**config.mk**
```make
export PLATFORM = sky130hd
export DESIGN_NAME = rf_write_arbiter
export DESIGN_NICKNAME = d
export VERILOG_FILES = /design/src/rtl/rf_write_arbiter_pkg.sv /design/src/rtl/rf_write_arbiter_scoreboard.sv /design/src/rtl/rf_write_arbiter.sv
export SDC_FILE = /design/constraint.sdc
export NUM_CORES = 1
export LEC_CHECK = 0
export ABC_CLOCK_PERIOD_IN_PS = 2700
export CAP_MARGIN = 20
export CORE_ASPECT_RATIO = 2
export CORE_MARGIN = 5
export CORE_UTILIZATION = 38
export CTS_CLUSTER_DIAMETER = 30
export DETAILED_ROUTE_END_ITERATION = 7
export GPL_TIMING_DRIVEN = 0
export PLACE_DENSITY = 0.75
export SKIP_LAST_GASP = 1
export SYNTH_ARGS = -nofsm -noshare
export SYNTH_HDL_FRONTEND = slang
export SYNTH_SLANG_ARGS = --single-unit
```
**constraint.sdc**
```tcl
create_clock -name CLK -period 2.7 [get_ports CLK]
set_input_delay 0.405 -clock CLK [delete_from_list [all_inputs] [get_ports CLK]]
set_output_delay 0.405 -clock CLK [all_outputs]
set_load 0.03 [all_outputs]
```
**src/rtl/rf_write_arbiter_pkg.sv**
```systemverilog
// rf_write_arbiter_pkg
//   Shared definitions for the register-file write arbiter slice.
//   - RF_DATA_W / RF_ADDR_W: default register data and address widths.
//   - REG_X0: the hard-wired zero register, which is never written or tracked.
//   - NUM_REGS: register count implied by the address width.
//   - write_src_e: which requester owns the write port in a given cycle.
package rf_write_arbiter_pkg;

  localparam int RF_DATA_W = 32;
  localparam int RF_ADDR_W = 5;
  localparam int NUM_REGS  = 1 << RF_ADDR_W;

  localparam logic [RF_ADDR_W-1:0] REG_X0 = '0;

  typedef enum logic [1:0] {
    SRC_NONE = 2'd0,
    SRC_WB   = 2'd1,
    SRC_MD   = 2'd2
  } write_src_e;

endpackage

```
**src/rtl/rf_write_arbiter_scoreboard.sv**
```systemverilog
// rf_scoreboard
//   One busy bit per architectural register, marking registers whose value
//   is still owed by the multi-cycle mul/div unit.
// Ports
//   CLK, RESET            clock, synchronous active-high reset
//   set_en, set_addr      MD op issued: mark set_addr busy (x0 ignored)
//   clr_en, clr_addr      MD result accepted: mark clr_addr free
//   rs1/rs2/rd_addr       ID-stage lookup addresses
//   busy_rs1/rs2/rd       current busy state of each lookup address
module rf_scoreboard
  import rf_write_arbiter_pkg::*;
#(
  parameter int ADDR_W = RF_ADDR_W
) (
  input  logic              CLK,
  input  logic              RESET,
  input  logic              set_en,
  input  logic [ADDR_W-1:0] set_addr,
  input  logic              clr_en,
  input  logic [ADDR_W-1:0] clr_addr,
  input  logic [ADDR_W-1:0] rs1_addr,
  input  logic [ADDR_W-1:0] rs2_addr,
  input  logic [ADDR_W-1:0] rd_addr,
  output logic              busy_rs1,
  output logic              busy_rs2,
  output logic              busy_rd
);

  localparam int NUM = 1 << ADDR_W;

  logic [NUM-1:0] busy;
  logic [NUM-1:0] busy_next;

  // The set is applied after the clear so that a new issue to a register
  // whose previous MD result retires in the same cycle stays busy.
  // Bit 0 is forced clear so x0 can never report a hazard.
  always_comb begin
    busy_next = busy;
    if (clr_en) begin
      busy_next[clr_addr] = 1'b0;
    end
    if (set_en) begin
      busy_next[set_addr] = 1'b1;
    end
    busy_next[0] = 1'b0;
  end

  always_ff @(posedge CLK) begin
    if (RESET) begin
      busy <= '0;
    end else begin
      busy <= busy_next;
    end
  end

  // Lookups see the registered state only; a result retiring this cycle
  // still reads as busy until the next edge.
  assign busy_rs1 = busy[rs1_addr] && (rs1_addr != '0);
  assign busy_rs2 = busy[rs2_addr] && (rs2_addr != '0);
  assign busy_rd  = busy[rd_addr]  && (rd_addr  != '0);

endmodule

```
**src/rtl/rf_write_arbiter.sv**
```systemverilog
// rf_write_arbiter
//   Shares the register file's single write port between the pipeline
//   writeback (fixed priority, never stalls) and the mul/div unit (valid/ready).
//   Tracks outstanding MD destinations for ID-stage hazard checks and raises
//   a registered pipeline stall when MD has been blocked too long.
// Ports
//   CLK, RESET                      clock, synchronous active-high reset
//   WB_VALID/WB_RD/WB_DATA          pipeline writeback request
//   MD_VALID/MD_RD/MD_DATA          MD result, held until MD_READY
//   MD_READY                        MD result accepted this cycle
//   MD_ISSUE/MD_ISSUE_RD            MD op issued from ID this cycle
//   RS1_ADDR/RS2_ADDR/RD_ADDR       ID-stage hazard lookup addresses
//   BUSY_RS1/BUSY_RS2/BUSY_RD       lookup address awaits an MD result
//   STALL_PIPE                      freeze upstream, inject WB bubble
//   WRITE_ENABLE/ADDR/DATA          register file write port
module rf_write_arbiter
  import rf_write_arbiter_pkg::*;
#(
  parameter int DATA_W       = RF_DATA_W,
  parameter int ADDR_W       = RF_ADDR_W,
  parameter int STARVE_LIMIT = 4
) (
  input  logic              CLK,
  input  logic              RESET,
  input  logic              WB_VALID,
  input  logic [ADDR_W-1:0] WB_RD,
  input  logic [DATA_W-1:0] WB_DATA,
  input  logic              MD_VALID,
  input  logic [ADDR_W-1:0] MD_RD,
  input  logic [DATA_W-1:0] MD_DATA,
  output logic              MD_READY,
  input  logic              MD_ISSUE,
  input  logic [ADDR_W-1:0] MD_ISSUE_RD,
  input  logic [ADDR_W-1:0] RS1_ADDR,
  input  logic [ADDR_W-1:0] RS2_ADDR,
  input  logic [ADDR_W-1:0] RD_ADDR,
  output logic              BUSY_RS1,
  output logic              BUSY_RS2,
  output logic              BUSY_RD,
  output logic              STALL_PIPE,
  output logic              WRITE_ENABLE,
  output logic [ADDR_W-1:0] WRITE_ADDR,
  output logic [DATA_W-1:0] WRITE_DATA
);

  localparam int              CNT_W   = $clog2(STARVE_LIMIT + 1);
  localparam logic [CNT_W-1:0] CNT_MAX = CNT_W'(STARVE_LIMIT);

  write_src_e       src;
  logic             wb_real;
  logic             md_accept;
  logic [CNT_W-1:0] starve_cnt;
  logic [CNT_W-1:0] starve_cnt_next;

  // A writeback aimed at x0 is a no-op, so it does not claim the port.
  assign wb_real = WB_VALID && (WB_RD != '0);

  // Port owner: nothing during reset, otherwise WB beats MD.
  always_comb begin
    src = SRC_NONE;
    if (!RESET) begin
      if (wb_real) begin
        src = SRC_WB;
      end else if (MD_VALID) begin
        src = SRC_MD;
      end
    end
  end

  // Write port mux. An MD result for x0 is still handshaken so the MD unit
  // can retire it, but the register file sees no write.
  always_comb begin
    WRITE_ENABLE = 1'b0;
    WRITE_ADDR   = '0;
    WRITE_DATA   = '0;
    MD_READY     = 1'b0;
    case (src)
      SRC_WB: begin
        WRITE_ENABLE = 1'b1;
        WRITE_ADDR   = WB_RD;
        WRITE_DATA   = WB_DATA;
      end
      SRC_MD: begin
        MD_READY = 1'b1;
        if (MD_RD != '0) begin
          WRITE_ENABLE = 1'b1;
          WRITE_ADDR   = MD_RD;
          WRITE_DATA   = MD_DATA;
        end
      end
      default: begin
      end
    endcase
  end

  assign md_accept = MD_VALID && MD_READY;

  // Consecutive cycles a pending MD result has been refused, saturating at
  // the limit. Any acceptance or an idle MD unit restarts the count.
  always_comb begin
    if (!MD_VALID || md_accept) begin
      starve_cnt_next = '0;
    end else if (starve_cnt == CNT_MAX) begin
      starve_cnt_next = CNT_MAX;
    end else begin
      starve_cnt_next = starve_cnt + CNT_W'(1);
    end
  end

  // The stall is registered from the next count so it asserts the cycle
  // after the limit-th refusal and drops the cycle after acceptance.
  always_ff @(posedge CLK) begin
    if (RESET) begin
      starve_cnt <= '0;
      STALL_PIPE <= 1'b0;
    end else begin
      starve_cnt <= starve_cnt_next;
      STALL_PIPE <= (starve_cnt_next == CNT_MAX);
    end
  end

  rf_scoreboard #(
    .ADDR_W (ADDR_W)
  ) u_scoreboard (
    .CLK      (CLK),
    .RESET    (RESET),
    .set_en   (MD_ISSUE),
    .set_addr (MD_ISSUE_RD),
    .clr_en   (md_accept),
    .clr_addr (MD_RD),
    .rs1_addr (RS1_ADDR),
    .rs2_addr (RS2_ADDR),
    .rd_addr  (RD_ADDR),
    .busy_rs1 (BUSY_RS1),
    .busy_rs2 (BUSY_RS2),
    .busy_rd  (BUSY_RD)
  );

endmodule

```
==> flow_metrics.py <==
metrics = {
    "status": {
        "outcome": "finished, violations left",
        "violations": "negative setup slack",
    },
    "logic_synthesis": {
        "dominantRegCellSynth": "dfxtp_1",
        "synth_enable_flop_cells": 0,
        "synth_common_cells": "nor2_1, nand2_1, dfxtp_1, a21oi_1, o21ai_0",
        "ys_ff_latch": 35,
        "yosys_warnings": 0,
        "synth_area_leaders": "dfxtp_1, a22oi_2, nor2_1, mux2i_1, a21oi_1",
        "post-synth-top-count-cell": "nor2_1",
        "avgSynthCellArea_sq_um": 7.98,
        "synth_cell_types": 44,
        "synth_top_area_cell": "dfxtp_1",
        "postSynthCellCount": 388,
        "synth-seq-area-share_pct": 22.6,
        "async_reset_ff_share_pct": 0,
        "yosysTopAreaCellShare_pct": 22.6,
        "synth_nets": 491,
        "synth_area_sq_um": 3100,
    },
    "floorplanning": {
        "die_w_um": 73.8,
        "initial_core_util_pct": 39.0,
        "dieArea_sq_um": 10200,
        "core_area_sq_um": 7940,
        "fp-row-count": 46,
        "die_h_um": 138,
        "io_pins": 142,
    },
    "pwr": {
        "leakagePower_nw": 1.89,
        "vdd_drop_max_mv": 0.239,
        "p_per_area_nw_per_um2": 346,
    },
    "placed_design": {
        "gp_congestion": 0.936,
        "io_buffers": 134,
        "dp_hpwl_um": 10200,
        "placed_cells": 618,
        "pre_cts_ws_ns": -1.35,
    },
    "clock_tree": {
        "cts_tree": "done",
        "clk_pin_slew_ns": 0.06,
        "clk_latency_ns": 0.29,
        "cts_root_buffer": "clkbuf_16",
        "postCtsHoldBufs": 0,
        "htreeDepth": 2,
        "cts_inserted_buffers": 5,
        "cts_buffer_depth": 2,
        "cts.sinks": 35,
    },
    "run": {
        "drv_cap": 0,
    },
    "grt": {
        "grt_overflow": 0,
        "grt_pass1_wl_um": 19500,
        "grt_pass1_vias": 4014,
        "track_usage_pct": 25.2,
        "grt_max_degree": 13,
        "antenna_found_initial": 0,
    },
    "sta": {
        "worst_pin_slew_ns": 1.05,
        "setup_viol": 2,
        "slew_viol_final": 0,
        "fin_worst_skew_ns": 0.000803,
        "post-route-period-util_pct": 101,
        "slew-limit-headroom_pct": 29.8,
        "fin_crit_ns": 2.72,
        "fin_ws_ns": -0.0246,
        "fmax_mhz": 367,
        "finalHoldViolations": 0,
        "rsz0062_at_grt": "true",
        "setup_tns_ns": -0.0303,
    },
    "hold_path": {
        "hold_path.class": "flop to flop",
    },
    "critical_path": {
        "cp.required_ns": 2.30,
        "crit_top_cell": "buf_6",
        "r2r_slack_ns": 1.50,
        "crit_path_max_incr_delay_ns": 0.53,
        "cp_slowest_cell": "or4_4",
        "worstPathCellList": "buf_6 -> or4_4 -> o21ai_4 -> nand3b_1 -> inv_2 -> ha_4 -> o31a_4 -> buf_6 -> a22oi_2 -> nor2_4 -> buf_6",
        "path_class": "input port to output port",
        "path_max_fanout": 7,
        "endpoint_kind": "output port",
        "cp-start-kind": "input port",
        "arrival_ns": 2.32,
    },
    "route": {
        "viasPerCell": 5.92,
        "ant_nets": 0,
        "drtIter0Drc": 149,
        "vias": 3767,
        "first_pass_iters": 4,
        "drc_errors": 0,
        "wl_per_cell_um": 20.0,
        "wirelength_um": 12700,
    },
    "final_layout": {
        "finalNonFillerCells": 636,
        "drive_gt1_share_pct": 36.9,
        "final_nets": 642,
        "final_util_pct": 65.8,
        "syn2layout_area_growth_pct": 68.8,
        "antenna_cells": 0,
    },
}
power breakdown:
group	internal (mW)	switching [mW]	total (mW)	leakage [nW]
combinational	0.303	0.307	0.610	1.52
clock	0.435	0.230	0.665	0.0838
sequential	0.524	0.00730	0.531	0.283
total	1.26	0.544	1.81	1.89
routing by layer:
layer / up-vias / share of wire (%) / global-route usage (%)
li1: 1760 / - / -
met1: 1753 / 30 / 21.2
met2: 199 / 56 / 49.0
met3: 55 / 8.2 / 6.06
met4: 0 / 6.4 / 17.0
met5: - / 0 / 0
path summary, 6_finish.rpt:
check / start / depth (start not counted) / endpoint
setup / recovery: WB_RD[3] / 11 / WRITE_DATA[30]
hold / removal: u_scoreboard.busy[6] / 2 / u_scoreboard.busy[6]
setup reg to reg: starve_cnt[0] / 5 / STALL_PIPE
hold reg to reg: u_scoreboard.busy[6] / 2 / u_scoreboard.busy[6]
critical path, delay by kind of cell:
kind / cells / cell delay (ns)
and+or+nand+nor: 3 / 0.81
buffers and inverters: 4 / 0.49
AOI/OAI and AO/OA: 3 / 0.46
adders and majority gates: 1 / 0.14
registers in the layout (all words and copies together) (netlist names):
signal / count
starve_cnt: 3
u_scoreboard.busy: 31
STALL_PIPE: 1
cells in the final DEF (no fill, tap or decap), types with 3 or more instances in the layout:
master,count
nor2_4,8
nor2b_1,7
a22o_1,3
buf_12,4
dlygate4sd2_1,4
mux4_2,6
a221oi_1,3
mux2i_1,18
buf_2,9
dfxtp_1,35
a311oi_1,3
mux2_2,12
nand3b_1,4
buf_6,33
a22oi_2,35
nor3b_1,7
nor4bb_1,3
nand2_1,41
o22ai_2,3
buf_4,26
buf_8,3
inv_1,8
clkbuf_1,6
o21ai_0,31
nand2b_1,3
clkdlybuf4s50_1,83
a21oi_1,32
a31oi_1,3
nor2_2,28
clkbuf_16,7
nand3_1,5
nor2_1,15
a221o_1,3
logic make-up (layout without fill, tap and decap cells):
family | after synthesis | in the layout | share of synthesized area, %
adders and majority gates | 4 | 4 | 1.62
AOI/OAI and AO/OA | 133 | 133 | 33.0
buffers and inverters | 41 | 193 | 6.51
and+or+nand+nor | 139 | 139 | 21.7
muxes | 36 | 36 | 14.6
DFF | 35 | 35 | 22.6
repair_timing:
action                     in CTS  in global routing
setup endpoints to repair      73                 41
setup buffers                   6                  4
pin swaps                      17                 14
cloned                          1                  1
gates resized for setup       334                 38
stage by stage:
stage,hold WS (ns),cell area (sq um),power (mW)
2_1_floorplan,0.464,3230,0.820
3_3_place_gp,0.486,4690,1.08
3_5_place_dp,0.498,4690,1.09
4_1_cts,0.500,5130,1.79
5_1_grt,0.527,5230,1.87
6_report,0.506,5230,1.81
layout make-up:
cell class	instances	area (sq um)
buffer	31	293
clock buffer	5	125
clock inverter	3	43.8
fill	693	2720
inverter	9	33.8
multi-input combinational	312	2480
sequential	35	701
tap	96	120
timing repair buffer	145	1430
Power figures use the tool's default switching activity.
